File: src/rtl/qracc_sram_ctrl.sv
// qracc_sram_ctrl: sequences precharge/wordline/sense phases of the QrAcc SRAM array for single read/write requests
module qracc_sram_ctrl #(
    parameter int numRows = 128,
    parameter int numCols = 32,
    parameter int T_PCH   = 2,
    parameter int T_WL    = 2,
    parameter int T_SA    = 1
) (
    input  logic                       clk,
    input  logic                       rst,
    input  logic                       lock_i,
    input  logic                       rq_wr_i,
    input  logic                       rq_valid_i,
    output logic                       rq_ready_o,
    input  logic [$clog2(numRows)-1:0] addr_i,
    input  logic [numCols-1:0]         wr_data_i,
    output logic                       rd_valid_o,
    output logic [numCols-1:0]         rd_data_o,
    output logic [numRows-1:0]         WL,
    output logic                       PCH,
    output logic [numCols-1:0]         WR_DATA,
    output logic                       WRITE,
    output logic [numCols-1:0]         CSEL,
    output logic                       SAEN,
    input  logic [numCols-1:0]         SA_OUT
);
    localparam int AW   = $clog2(numRows);
    localparam int TMAX = (T_PCH > T_WL) ? ((T_PCH > T_SA) ? T_PCH : T_SA) : ((T_WL > T_SA) ? T_WL : T_SA);
    localparam int CW   = $clog2(TMAX + 1);
    typedef enum logic [1:0] {IDLE, PRECHARGE, ACCESS, SENSE} state_t;
    state_t state, state_n;
    logic [CW-1:0] cnt, cnt_n;
    logic [AW-1:0] addr_q;
    logic wr_q;
    logic [numCols-1:0] data_q;
    logic [numRows-1:0] wl_dec;
    logic accept, sense_done, row_on;
    assign rq_ready_o = (state == IDLE) && !lock_i;
    assign accept     = rq_valid_i && rq_ready_o;
    assign sense_done = (state == SENSE) && (cnt == '0);
    assign row_on     = (state_n == ACCESS) || (state_n == SENSE);
    // Out-of-range addresses match no row, leaving WL all zero
    always_comb begin
        for (int i = 0; i < numRows; i++) wl_dec[i] = (addr_q == AW'(i));
    end
    always_comb begin
        state_n = state;
        cnt_n   = cnt - CW'(1);
        case (state)
            IDLE: begin
                cnt_n = '0;
                if (accept) begin
                    state_n = PRECHARGE;
                    cnt_n   = CW'(T_PCH - 1);
                end
            end
            PRECHARGE: if (cnt == '0) begin
                state_n = ACCESS;
                cnt_n   = CW'(T_WL - 1);
            end
            ACCESS: if (cnt == '0) begin
                state_n = wr_q ? IDLE : SENSE;
                cnt_n   = CW'(T_SA - 1);
            end
            SENSE: if (cnt == '0) state_n = IDLE;
            default: state_n = IDLE;
        endcase
    end
    // Analog controls are decoded from the next state and registered so they never glitch
    always_ff @(posedge clk or posedge rst) begin
        if (rst) begin
            state      <= IDLE;
            cnt        <= '0;
            addr_q     <= '0;
            wr_q       <= 1'b0;
            data_q     <= '0;
            rd_valid_o <= 1'b0;
            rd_data_o  <= '0;
            WL         <= '0;
            PCH        <= 1'b0;
            WR_DATA    <= '0;
            WRITE      <= 1'b0;
            CSEL       <= '0;
            SAEN       <= 1'b0;
        end else begin
            state <= state_n;
            cnt   <= cnt_n;
            if (accept) begin
                addr_q <= addr_i;
                wr_q   <= rq_wr_i;
                data_q <= wr_data_i;
            end
            PCH        <= state_n == PRECHARGE;
            WL         <= row_on ? wl_dec : '0;
            CSEL       <= row_on ? '1 : '0;
            WRITE      <= (state_n == ACCESS) && wr_q;
            WR_DATA    <= ((state_n == ACCESS) && wr_q) ? data_q : '0;
            SAEN       <= state_n == SENSE;
            rd_valid_o <= sense_done;
            if (sense_done) rd_data_o <= (|WL) ? SA_OUT : '0;
        end
    end
endmodule
File: config.mk
export PLATFORM = sky130hd
export DESIGN_NAME = qracc_sram_ctrl
export DESIGN_NICKNAME = d
export VERILOG_FILES = /design/src/rtl/qracc_sram_ctrl.sv
export SDC_FILE = /design/constraint.sdc
export NUM_CORES = 1
export LEC_CHECK = 0
export BUFFER_PORTS_ARGS = -buffer_cell sky130_fd_sc_hd__buf_4
export CORE_MARGIN = 4
export CORE_UTILIZATION = 40
export CTS_BUF_LIST = sky130_fd_sc_hd__clkbuf_4 sky130_fd_sc_hd__clkbuf_8 sky130_fd_sc_hd__clkbuf_16
export CTS_CLUSTER_SIZE = 20
export DETAILED_ROUTE_END_ITERATION = 12
export GPL_ROUTABILITY_DRIVEN = 0
export GPL_TIMING_DRIVEN = 0
export HOLD_SLACK_MARGIN = 0.1
export PLACE_DENSITY = 0.7
export SLEW_MARGIN = 0
export SYNTH_ARGS = -nofsm -noshare
export SYNTH_HDL_FRONTEND = slang
export SYNTH_SLANG_ARGS = --single-unit
File: constraint.sdc
create_clock -name clk -period 15.28 [get_ports clk]
set_clock_uncertainty 0.1 [all_clocks]
set_input_delay 0.764 -clock clk [delete_from_list [all_inputs] [get_ports clk]]
set_output_delay 0.764 -clock clk [all_outputs]
set_load 0.1 [all_outputs]
Yosys cells after proc, flatten, opt, wreduce, memory -nomap -nowiden --
Index checks and enable logic that the tools add are counted. W data, S select, Z words.
Operators by class: reductions and logical operators 10, multiplexer cells 14, $mul 0, shift operators 0, eq/ne operators 133, $lt $le $gt $ge 0, div/mod/pow operators 0, add/subtract/negate cells 1, bitwise operators 0
Operators with widths (number):
- $eq A7 B7 Y1 const B | 64
- $eq A7 B6 Y1 const B | 32
- $mux W128 | 1
- $reduce_or A128 Y1 | 1
- $eq A7 B5 Y1 const B | 16
- $mux W32 | 3
- $eq A7 B4 Y1 const B | 8
- $eq A7 B3 Y1 const B | 4
- $eq A7 B2 Y1 const B | 2
- $mux W2 | 7
- $eq A2 B2 Y1 const B | 4
- $pmux W2 S4 | 1
- $eq A7 B1 Y1 const B | 1
- $logic_not A7 Y1 | 1
- $pmux W2 S3 | 1
- $eq A2 B1 Y1 const B | 2
- $logic_and A1 B1 Y1 | 4
- $logic_not A2 Y1 | 2
- $sub A2 B1 Y2 const B | 1
- $logic_not A1 Y1 | 1
- $logic_or A1 B1 Y1 | 1
- $mux W1 | 1
Word-level totals: memory bits (writable) 0, output and inout port bits 229, bits in latches 0, memories 0, input bits 76, bits in read-only memories 0, register bits 272

Longest topological paths before layout --
Gate-level depths: netlist of run 1.
depth in word-level cells 8, mapped depth 8, mapped depth without buffers 7

Least setup slack after synthesis of run 1 --
Ideal clock, no wire load.
kind input-to-reg, start input port lock_i, end register addr_q[6], cell stages on the path 5, path slack 11.176 ns, data required time 15.055 ns, data arrival time 3.879 ns, path through nor3_1 and2_1 buf_2 buf_2 mux2_2
Between the ends: cells in the longest elaborated chain, start to end 3
Ends and longest elaborated chain:
- start, declared | RTL line 11 | input logic lock_i,
- $logic_not A1 Y1 | RTL line 38 | assign rq_ready_o = (state == IDLE) && !lock_i;
- $logic_and A1 B1 Y1 | RTL line 38
- $logic_and A1 B1 Y1 | RTL line 39 | assign accept = rq_valid_i && rq_ready_o;
- end signal, assigned | RTL line 89 | addr_q <= addr_i;
- end, declared | RTL line 33 | logic [AW-1:0] addr_q;
No other way between the ends. A chain may end at the register's enable or synchronous reset.

==> impl_metrics.env, run 1 <==
export IMPL_fillers=1754
export IMPL_syn_area_per_cell_sq_um=12.3
export IMPL_critPathCaptureType="primary output"
export IMPL_multi_input_area_sq_mm=0.00222
export IMPL_drt_iter0_drc=311
export IMPL_first_global_vias=6592
export IMPL_r2r_start="WL[65]"
export IMPL_utilization_pct=57.6
export IMPL_dr_total_vias=6448
export IMPL_fin_cells=1329
export IMPL_tightest_slew_ps=968
export IMPL_register_area_sq_mm=0.00603
export IMPL_hold_path_class="primary input to async pin"
export IMPL_antenna_cells=0
export IMPL_maxCapViolCount=0
export IMPL_io_buffers=304
export IMPL_ctsHoldBuffers=0
export IMPL_synth_seq_area_share_pct=69.8
export IMPL_crit_path_max_fanout=32
export IMPL_r2r_cells=6
export IMPL_synth_area_sq_mm=0.00864
export IMPL_async_flop_share_pct=100
export IMPL_cts_buffers=26
export IMPL_synth_top_flop_cell="dfrtp_1"
export IMPL_layout_min_cycle_time_ps=2870
export IMPL_syn_num_nets=783
export IMPL_worstPathArrival_ps=2010
export IMPL_root_buffer="clkbuf_16"
export IMPL_drc_errors=0
export IMPL_yosys_warnings=0
export IMPL_synth_most_common_cell="dfrtp_1"
export IMPL_maxSlewHeadroom_pct=35.4
export IMPL_synth_top_family_by_area="simple AND/OR/NAND/NOR gates"
export IMPL_yosys_area_top_type_share_pct=69.8
export IMPL_synth_area_leaders="dfrtp_1 (70%), nor2_1 (5.8%), mux2_2 (5.5%)"
export IMPL_die_w_um=155
export IMPL_dp_cells=1283
export IMPL_grt_pass1_wl_mm=37.4
export IMPL_synth_simple_area_share_pct=16.5
export IMPL_hold_viol_final=0
export IMPL_final_nets=1116
export IMPL_via_per_inst=4.85
export IMPL_clk_insertion_delay_late_ps=520
export IMPL_fin_tns_setup_ps=0
export IMPL_postSynthCellCount=703
export IMPL_r2r_end="rd_data_o[4]"
export IMPL_post_drt_wl_per_cell_um=18.5
export IMPL_ys_top_cells_by_count="dfrtp_1 (241), nor2_1 (134), nand2_1 (80)"
export IMPL_postRouteAntennaNets=0
export IMPL_synth_cell_types=33
export IMPL_crit_required_ps=14420
export IMPL_leakagePower_nw=6.23
export IMPL_status="finished, final reports clean"
export IMPL_synth_mux_area_share_pct=5.48
export IMPL_die_y_um=155
export IMPL_num_rows=53
export IMPL_max_freq_mhz=348
export IMPL_grt_usage_pct=19.8
export IMPL_dieArea_sq_mm=0.0240
export IMPL_synth_top_area_cell="dfrtp_1"
export IMPL_grt_max_degree=131
export IMPL_ir_drop_mv=0.182
export IMPL_synth_adder_area_share_pct=0.579
export IMPL_synth_xor_area_share_pct=0.101
export IMPL_cts_sinks=241
export IMPL_r2r_slack_ps=12940
export IMPL_yosys_register_bits=241
export IMPL_grt_ovfl_total=0
export IMPL_clkSlewWorstSetupHoldPaths_ps=60
export IMPL_synth_edf_count=0
export IMPL_cts_max_level=1
export IMPL_period_share_pct=18.8
export IMPL_syn_to_final_growth_pct=41.2
export IMPL_path_class="flip-flop to primary output"
export IMPL_crit_path_start_kind="flip-flop"
export IMPL_slew_violations=0
export IMPL_dp_hpwl_mm=17.9
export IMPL_cts_buffer_depth=3
export IMPL_synth_compound_area_share_pct=2.98
export IMPL_cts_tree="done"
export IMPL_drt_pass1_iter_count=5
export IMPL_antenna_found_initial=0
export IMPL_cts_setup_buffers=0
export IMPL_setup_violations=0
export IMPL_coreArea_sq_mm=0.0212
export IMPL_rsz0062_at_grt="no"
export IMPL_hold_worst_slack_ps=282
export IMPL_start_util_pct=40.8
export IMPL_power_density_mw_per_mm2=256
export IMPL_routed_wirelength_mm=24.6
export IMPL_num_io_pins=305
export IMPL_ctsResizeCount=0
export IMPL_drive_gt1_share_pct=43.2
export IMPL_finalPower_mw=3.12
## worst max-delay path, stage by stage (launching register included)
cell     delay, ps
dfrtp_1        970
buf_4          240
buf_4          280
## final cells by class
type | instances | share of cell area [%]
inverters | 5 | 0.215
multi-input cells | 400 | 18.2
clock inverters | 7 | 0.759
clock buffers | 39 | 6.59
flip-flops and latches | 241 | 49.5
plain buffers | 57 | 3.04
well taps | 275 | 2.82
repair buffers | 305 | 18.9
## sequential cells by signal, indices dropped and copies added (netlist names)
name and count:
SAEN 1, CSEL 1, rd_valid_o 1, cnt 2, state 2, PCH 1, rd_data_o 32, WL 128
WRITE 1, WR_DATA 32, wr_q 1, data_q 32, addr_q 7
## stage by stage
stage                     instance area [sq um]  setup WS, ps
after floorplan                            8640          7800
after detailed placement                  11300         12850
after global placement                    11300          5380
after CTS                                 12200         12360
after global routing                      12200         12200
final                                     12200         12410
## power breakdown
part	internal (mW)	switching (mW)	leakage, nW
combinational	0.381	1.23	2.54
sequential	0.774	0.0872	3.25
clock	0.396	0.245	0.440
total	1.55	1.57	6.23
## worst max path at each step
stage	from	endpoint	depth (start not counted)
2_1_floorplan	rst	CSEL[30]	1
3_3_place_gp	rst	WL[101]	2
3_5_place_dp	WL[65]	rd_data_o[17]	6
4_1_cts	CSEL[30]	CSEL[20]	2
5_1_grt	CSEL[30]	CSEL[20]	2
6_report	CSEL[30]	CSEL[11]	2
## layer usage
metal | up-vias | part of all wire [%] | wire [um] | GRT usage (%)
met3 | 32 | 6.8 | 1660 | 4.26
li1 | 2954 | - | - | -
met4 | 0 | 2.0 | 503 | 4.46
met1 | 3244 | 40 | 9930 | 26.4
met2 | 218 | 51 | 12500 | 33.5
met5 | - | 0 | 0 | 0
## logic make-up (layout without fill, tap and decap cells)
kind of cell | after synthesis | in the layout
compound gates | 40 | 40
fa+ha+maj | 4 | 4
flops | 241 | 241
buf+inv | 62 | 413
mux | 42 | 42
simple gates | 313 | 313
xor+xnor | 1 | 1
## placed cells by master, fill, tap and decap left out, drive strengths merged
cell type | synthesis | routed
a21oi | 1 | 1
o21ai | 33 | 33
mux2 | 42 | 42
clkbuf | 6 | 45
a21boi | 1 | 1
nand3 | 9 | 9
a221o | 1 | 1
nor4 | 32 | 32
or4 | 2 | 2
clkinv | 0 | 2
nor2 | 135 | 135
nor2b | 9 | 9
a21o | 1 | 1
and2b | 1 | 1
xor2 | 1 | 1
a22o | 1 | 1
and2 | 34 | 34
nor3 | 2 | 2
nand4 | 9 | 9
dfrtp | 241 | 241
clkinvlp | 0 | 3
a31oi | 1 | 1
ha | 4 | 4
buf | 51 | 356
inv | 5 | 5
bufinv | 0 | 2
nand2 | 80 | 80
a311o | 1 | 1
No activity file was read; power rests on OpenSTA's default activity.
==> run 2, diff against run 1 <==
PLACE_DENSITY = 0.73   (was 0.7)
clock period = 2.4 ns   (was 15.28 ns; I/O delays follow)
==> impl_metrics.env, run 2 (synthesized netlist as in run 1, its figures left out) <==
export IMPL_status="finished, final reports clean"
export IMPL_post_drt_wl_per_cell_um=18.5
export IMPL_fin_tns_setup_ps=0
export IMPL_num_io_pins=305
export IMPL_grt_max_degree=46
export IMPL_drt_pass1_iter_count=5
export IMPL_grt_usage_pct=21.2
export IMPL_largest_reg_flops=128
export IMPL_grt_ovfl_total=0
export IMPL_maxCapViolCount=0
export IMPL_pwr_share_seq_pct=26.8
export IMPL_die_w_um=155
export IMPL_drc_errors=0
export IMPL_clock_power_share_pct=21.9
export IMPL_crit_required_ps=2690
export IMPL_start_util_pct=40.8
export IMPL_layout_commonest_cell="buf_4"
export IMPL_drive_gt1_share_pct=41.9
export IMPL_antenna_found_initial=1
export IMPL_slew_violations=0
export IMPL_root_buffer="clkbuf_16"
export IMPL_layout_common_cells="buf_4 (336), dfrtp_1 (240), nor2_1 (134), dlygate4sd3_1 (76), nand2_1 (74)"
export IMPL_dieArea_sq_mm=0.0240
export IMPL_first_global_vias=7254
export IMPL_grt_pass1_wl_mm=40.4
export IMPL_top_register="WL"
export IMPL_crit_path_start_kind="flip-flop"
export IMPL_drt_iter0_drc=369
export IMPL_cts_max_level=1
export IMPL_p_int_mw=10.4
export IMPL_io_buffers=304
export IMPL_cts_sinks=241
export IMPL_dp_hpwl_mm=18.0
export IMPL_layout_min_cycle_time_ps=2280
export IMPL_clkSlewWorstSetupHoldPaths_ps=60
export IMPL_syn_to_final_growth_pct=53.2
export IMPL_via_per_inst=4.87
export IMPL_routed_wirelength_mm=26.1
export IMPL_setup_violations=0
export IMPL_fillers=1608
export IMPL_worstPathArrival_ps=2570
export IMPL_pre_cts_ws_ps=3.26
export IMPL_finalWorstSetupSlack_ps=123
export IMPL_path_class="flip-flop to flip-flop"
export IMPL_cts_buffers=26
export IMPL_num_rows=53
export IMPL_crit_path_max_fanout=10
export IMPL_hold_viol_final=0
export IMPL_swShare_pct=49.4
export IMPL_cts_setup_buffers=0
export IMPL_dr_total_vias=6884
export IMPL_power_density_mw_per_mm2=1560
export IMPL_clk_insertion_delay_late_ps=510
export IMPL_postRouteAntennaNets=0
export IMPL_ir_drop_mv=1.18
export IMPL_cts_buffer_depth=3
export IMPL_comb_power_share_pct=51.3
export IMPL_p_switching_mw=10.2
export IMPL_final_nets=1197
export IMPL_cts_tree="done"
export IMPL_period_share_pct=94.9
export IMPL_rsz0062_at_grt="no"
export IMPL_maxSlewHeadroom_pct=56.9
export IMPL_tightest_slew_ps=645
export IMPL_die_y_um=155
export IMPL_critPathCaptureType="flip-flop"
export IMPL_utilization_pct=62.6
export IMPL_leakagePower_nw=6.65
export IMPL_coreArea_sq_mm=0.0212
export IMPL_hold_path_class="primary input to flip-flop"
export IMPL_max_freq_mhz=439
export IMPL_finalPower_mw=20.6
-- run 2: final cells by class --
cell class	instances	area [sq um]	area share, %
Clock buffer	33	733	5.54
Multi-Input combinational cell	400	2270	17.1
Clock inverter	15	262	1.98
Buffer	57	407	3.07
Tap cell	275	344	2.60
Inverter	5	22.5	0.170
Sequential cell	241	6030	45.6
Antenna cell	1	2.50	0.0189
Timing Repair Buffer	386	3160	23.9
-- run 2: path summary, 6_finish.rpt --
path / slack, ps / cells past startpoint / start / endpoint
worst min-delay path: 260 / 5 / lock_i / state[0]
min in group asynchronous: 740 / 4 / rst / WR_DATA[7]
worst min register to register: 370 / 1 / data_q[26] / WR_DATA[26]
worst max-delay path: 120 / 6 / WL[99] / rd_data_o[12]
max in group asynchronous: 390 / 7 / rst / WL[1]
worst max register to register: 120 / 6 / WL[99] / rd_data_o[12]
-- run 2: power by group through the flow --
| stage | logic, mW | registers [mW] | clock network, mW |
|---|---|---|---|
| floorplan | 4.61 | 9.00 | 0 |
| detailed placement | 10.4 | 5.55 | 0 |
| global route | 11.0 | 5.63 | 4.77 |
| CTS | 10.5 | 5.48 | 4.58 |
| global placement | 10.3 | 5.52 | 0 |
| finish | 10.6 | 5.51 | 4.52 |
-- run 2: worst max-delay path: stages, from the launching register on --
cell	delay, ps
dfrtp_1	390
nor4_1	330
nand4_1	200
or4_4	620
nor2_4	230
buf_6	210
o21ai_2	80
-- run 2: metal layers --
layer | wire length, um | part of all wire [%] | vias up | GRT usage, %
met5 | 0 | 0 | - | 0
met4 | 675 | 2.6 | 0 | 6.73
met3 | 1980 | 7.6 | 47 | 4.84
met2 | 13400 | 52 | 264 | 36.4
met1 | 9990 | 38 | 3450 | 26.8
li1 | - | - | 3123 | -
-- run 2: repair_timing --
item	4_1_cts	5_1_grt
endpoints found under the setup margin	17	135
hold endpoints to repair	202	0
gates resized for setup	1	14
hold buffers	76	0
-- run 2: per-stage QoR --
step           hold WS (ps)  cells  instance area, sq um
3_5_place_dp           89.9   1288                 11400
2_1_floorplan           147    703                  8690
4_1_cts                 237   1412                 13200
6_report                257   1413                 13200
5_1_grt                 262   1413                 13200
3_3_place_gp            253   1282                 11300
==> run 3, diff against run 2 <==
PLACE_DENSITY = 0.7   (was 0.73)
clock period = 2.58 ns   (was 2.4 ns; I/O delays follow)
==> impl_metrics.env, run 3 (synthesized netlist as in run 1, its figures left out) <==
export IMPL_status="finished, final reports clean"
export IMPL_maxCapViolCount=0
export IMPL_hold_viol_final=0
export IMPL_antenna_found_initial=2
export IMPL_drc_errors=0
export IMPL_routed_wirelength_mm=26.0
export IMPL_clkSlewWorstSetupHoldPaths_ps=60
export IMPL_r2r_slack_ps=240
export IMPL_path_class="flip-flop to flip-flop"
export IMPL_root_buffer="clkbuf_16"
export IMPL_drive_gt1_share_pct=40.5
export IMPL_crit_path_start_kind="flip-flop"
export IMPL_hold_path_class="primary input to async pin"
export IMPL_grt_ovfl_total=0
export IMPL_io_buffers=304
export IMPL_cts_tree="done"
export IMPL_tightest_slew_ps=1020
export IMPL_crit_required_ps=2840
export IMPL_clk_insertion_delay_late_ps=500
export IMPL_first_global_vias=7076
export IMPL_worstPathArrival_ps=2600
export IMPL_ir_drop_mv=0.937
export IMPL_final_nets=1194
export IMPL_num_io_pins=305
export IMPL_top_register="WL"
export IMPL_grt_max_degree=46
export IMPL_num_rows=53
export IMPL_rsz0062_at_grt="no"
export IMPL_final_area_sq_mm=0.0130
export IMPL_setup_violations=0
export IMPL_cts_buffer_depth=3
export IMPL_post_drt_wl_per_cell_um=18.5
export IMPL_layout_common_cells="buf_4 (335), dfrtp_1 (241), nor2_1 (134), nand2_1 (80), dlygate4sd3_1 (75)"
export IMPL_drt_pass1_iter_count=6
export IMPL_register_area_sq_mm=0.00603
export IMPL_period_share_pct=90.7
export IMPL_cts_setup_buffers=0
export IMPL_r2r_start="cnt[0]"
export IMPL_postRouteAntennaNets=0
export IMPL_syn_to_final_growth_pct=50.1
export IMPL_maxSlewHeadroom_pct=31.8
export IMPL_cts_buffers=25
export IMPL_cts_max_level=1
export IMPL_layout_min_cycle_time_ps=2340
export IMPL_largest_reg_flops=128
export IMPL_power_density_mw_per_mm2=1420
export IMPL_grt_pass1_wl_mm=40.0
export IMPL_placed_area_sq_mm=0.0114
export IMPL_coreArea_sq_mm=0.0212
export IMPL_cts_sinks=241
export IMPL_r2r_cells=8
export IMPL_grt_usage_pct=21.1
export IMPL_die_w_um=155
export IMPL_r2r_end="WL[121]"
export IMPL_via_per_inst=4.75
export IMPL_crit_path_max_fanout=10
export IMPL_layout_commonest_cell="buf_4"
export IMPL_leakagePower_nw=6.55
export IMPL_die_y_um=155
export IMPL_drt_iter0_drc=297
export IMPL_slew_violations=0
export IMPL_start_util_pct=40.8
export IMPL_dieArea_sq_mm=0.0240
export IMPL_dr_total_vias=6674
export IMPL_fillers=1624
export IMPL_finalPower_mw=18.4
export IMPL_multi_input_area_sq_mm=0.00223
export IMPL_critPathCaptureType="flip-flop"
export IMPL_dp_hpwl_mm=18.1
export IMPL_max_freq_mhz=427
==> run 3: final cells by class <==
class	count	share of cell area [%]
Antenna cell	2	0.0386
Buffer	57	2.86
Clock buffer	34	5.64
Clock inverter	8	0.733
Inverter	5	0.174
Multi-Input combinational cell	400	17.2
Sequential cell	241	46.5
Tap cell	275	2.65
Timing Repair Buffer	384	24.2
==> run 3: worst max path at each step <==
stage / slack (ps) / from / to
floorplan: -810 / rst / CSEL[30]
finish: 240 / cnt[0] / WL[121]
CTS: 30 / WL[75] / rd_data_o[1]
detailed placement: 70 / WL[75] / rd_data_o[15]
global placement: -2130 / rst / WL[37]
global route: 80 / cnt[1] / WL[118]
==> run 3: what timing repair did <==
action	4_1_cts	5_1_grt
endpoints found under the hold margin	103	0
hold buffers	75	0
gates resized for setup	0	1
endpoints found under the setup margin	0	30
==> run 3: where the power goes <==
part	leakage [nW]	internal [mW]	total, mW	switching (mW)
Clock	0.409	2.17	3.59	1.42
Sequential	3.25	4.58	5.12	0.538
Combinational	2.89	2.35	9.72	7.37
Total	6.55	9.11	18.4	9.33
==> run 3: metrics by stage <==
stage	hold slack, ps	util, %	instances	setup slack [ps]	TNS [ps]
detailed placement	238	53.8	1287	72.2	0
global placement	262	53.3	1282	-2130	-509360
floorplan	156	-	703	-811	-195410
CTS	248	61.2	1404	34.4	0
global route	290	61.3	1406	84.4	0
finish	246	61.3	1406	239	0
==> run 3: per-layer routing <==
layer | part of all wire [%] | vias up | track usage (%)
li1 | - | 3105 | -
met2 | 51 | 233 | 36.9
met1 | 40 | 3287 | 26.4
met4 | 2.4 | 0 | 5.59
met3 | 6.9 | 49 | 4.84
met5 | 0 | - | 0
==> run 3: worst max-delay path: stages (launching register included) <==
cell	delay (ps)
dfrtp_1	380
inv_1	130
ha_1	260
a21boi_0	140
mux2_2	330
and2_1	210
nand3_1	280
buf_2	290
nor2_1	80
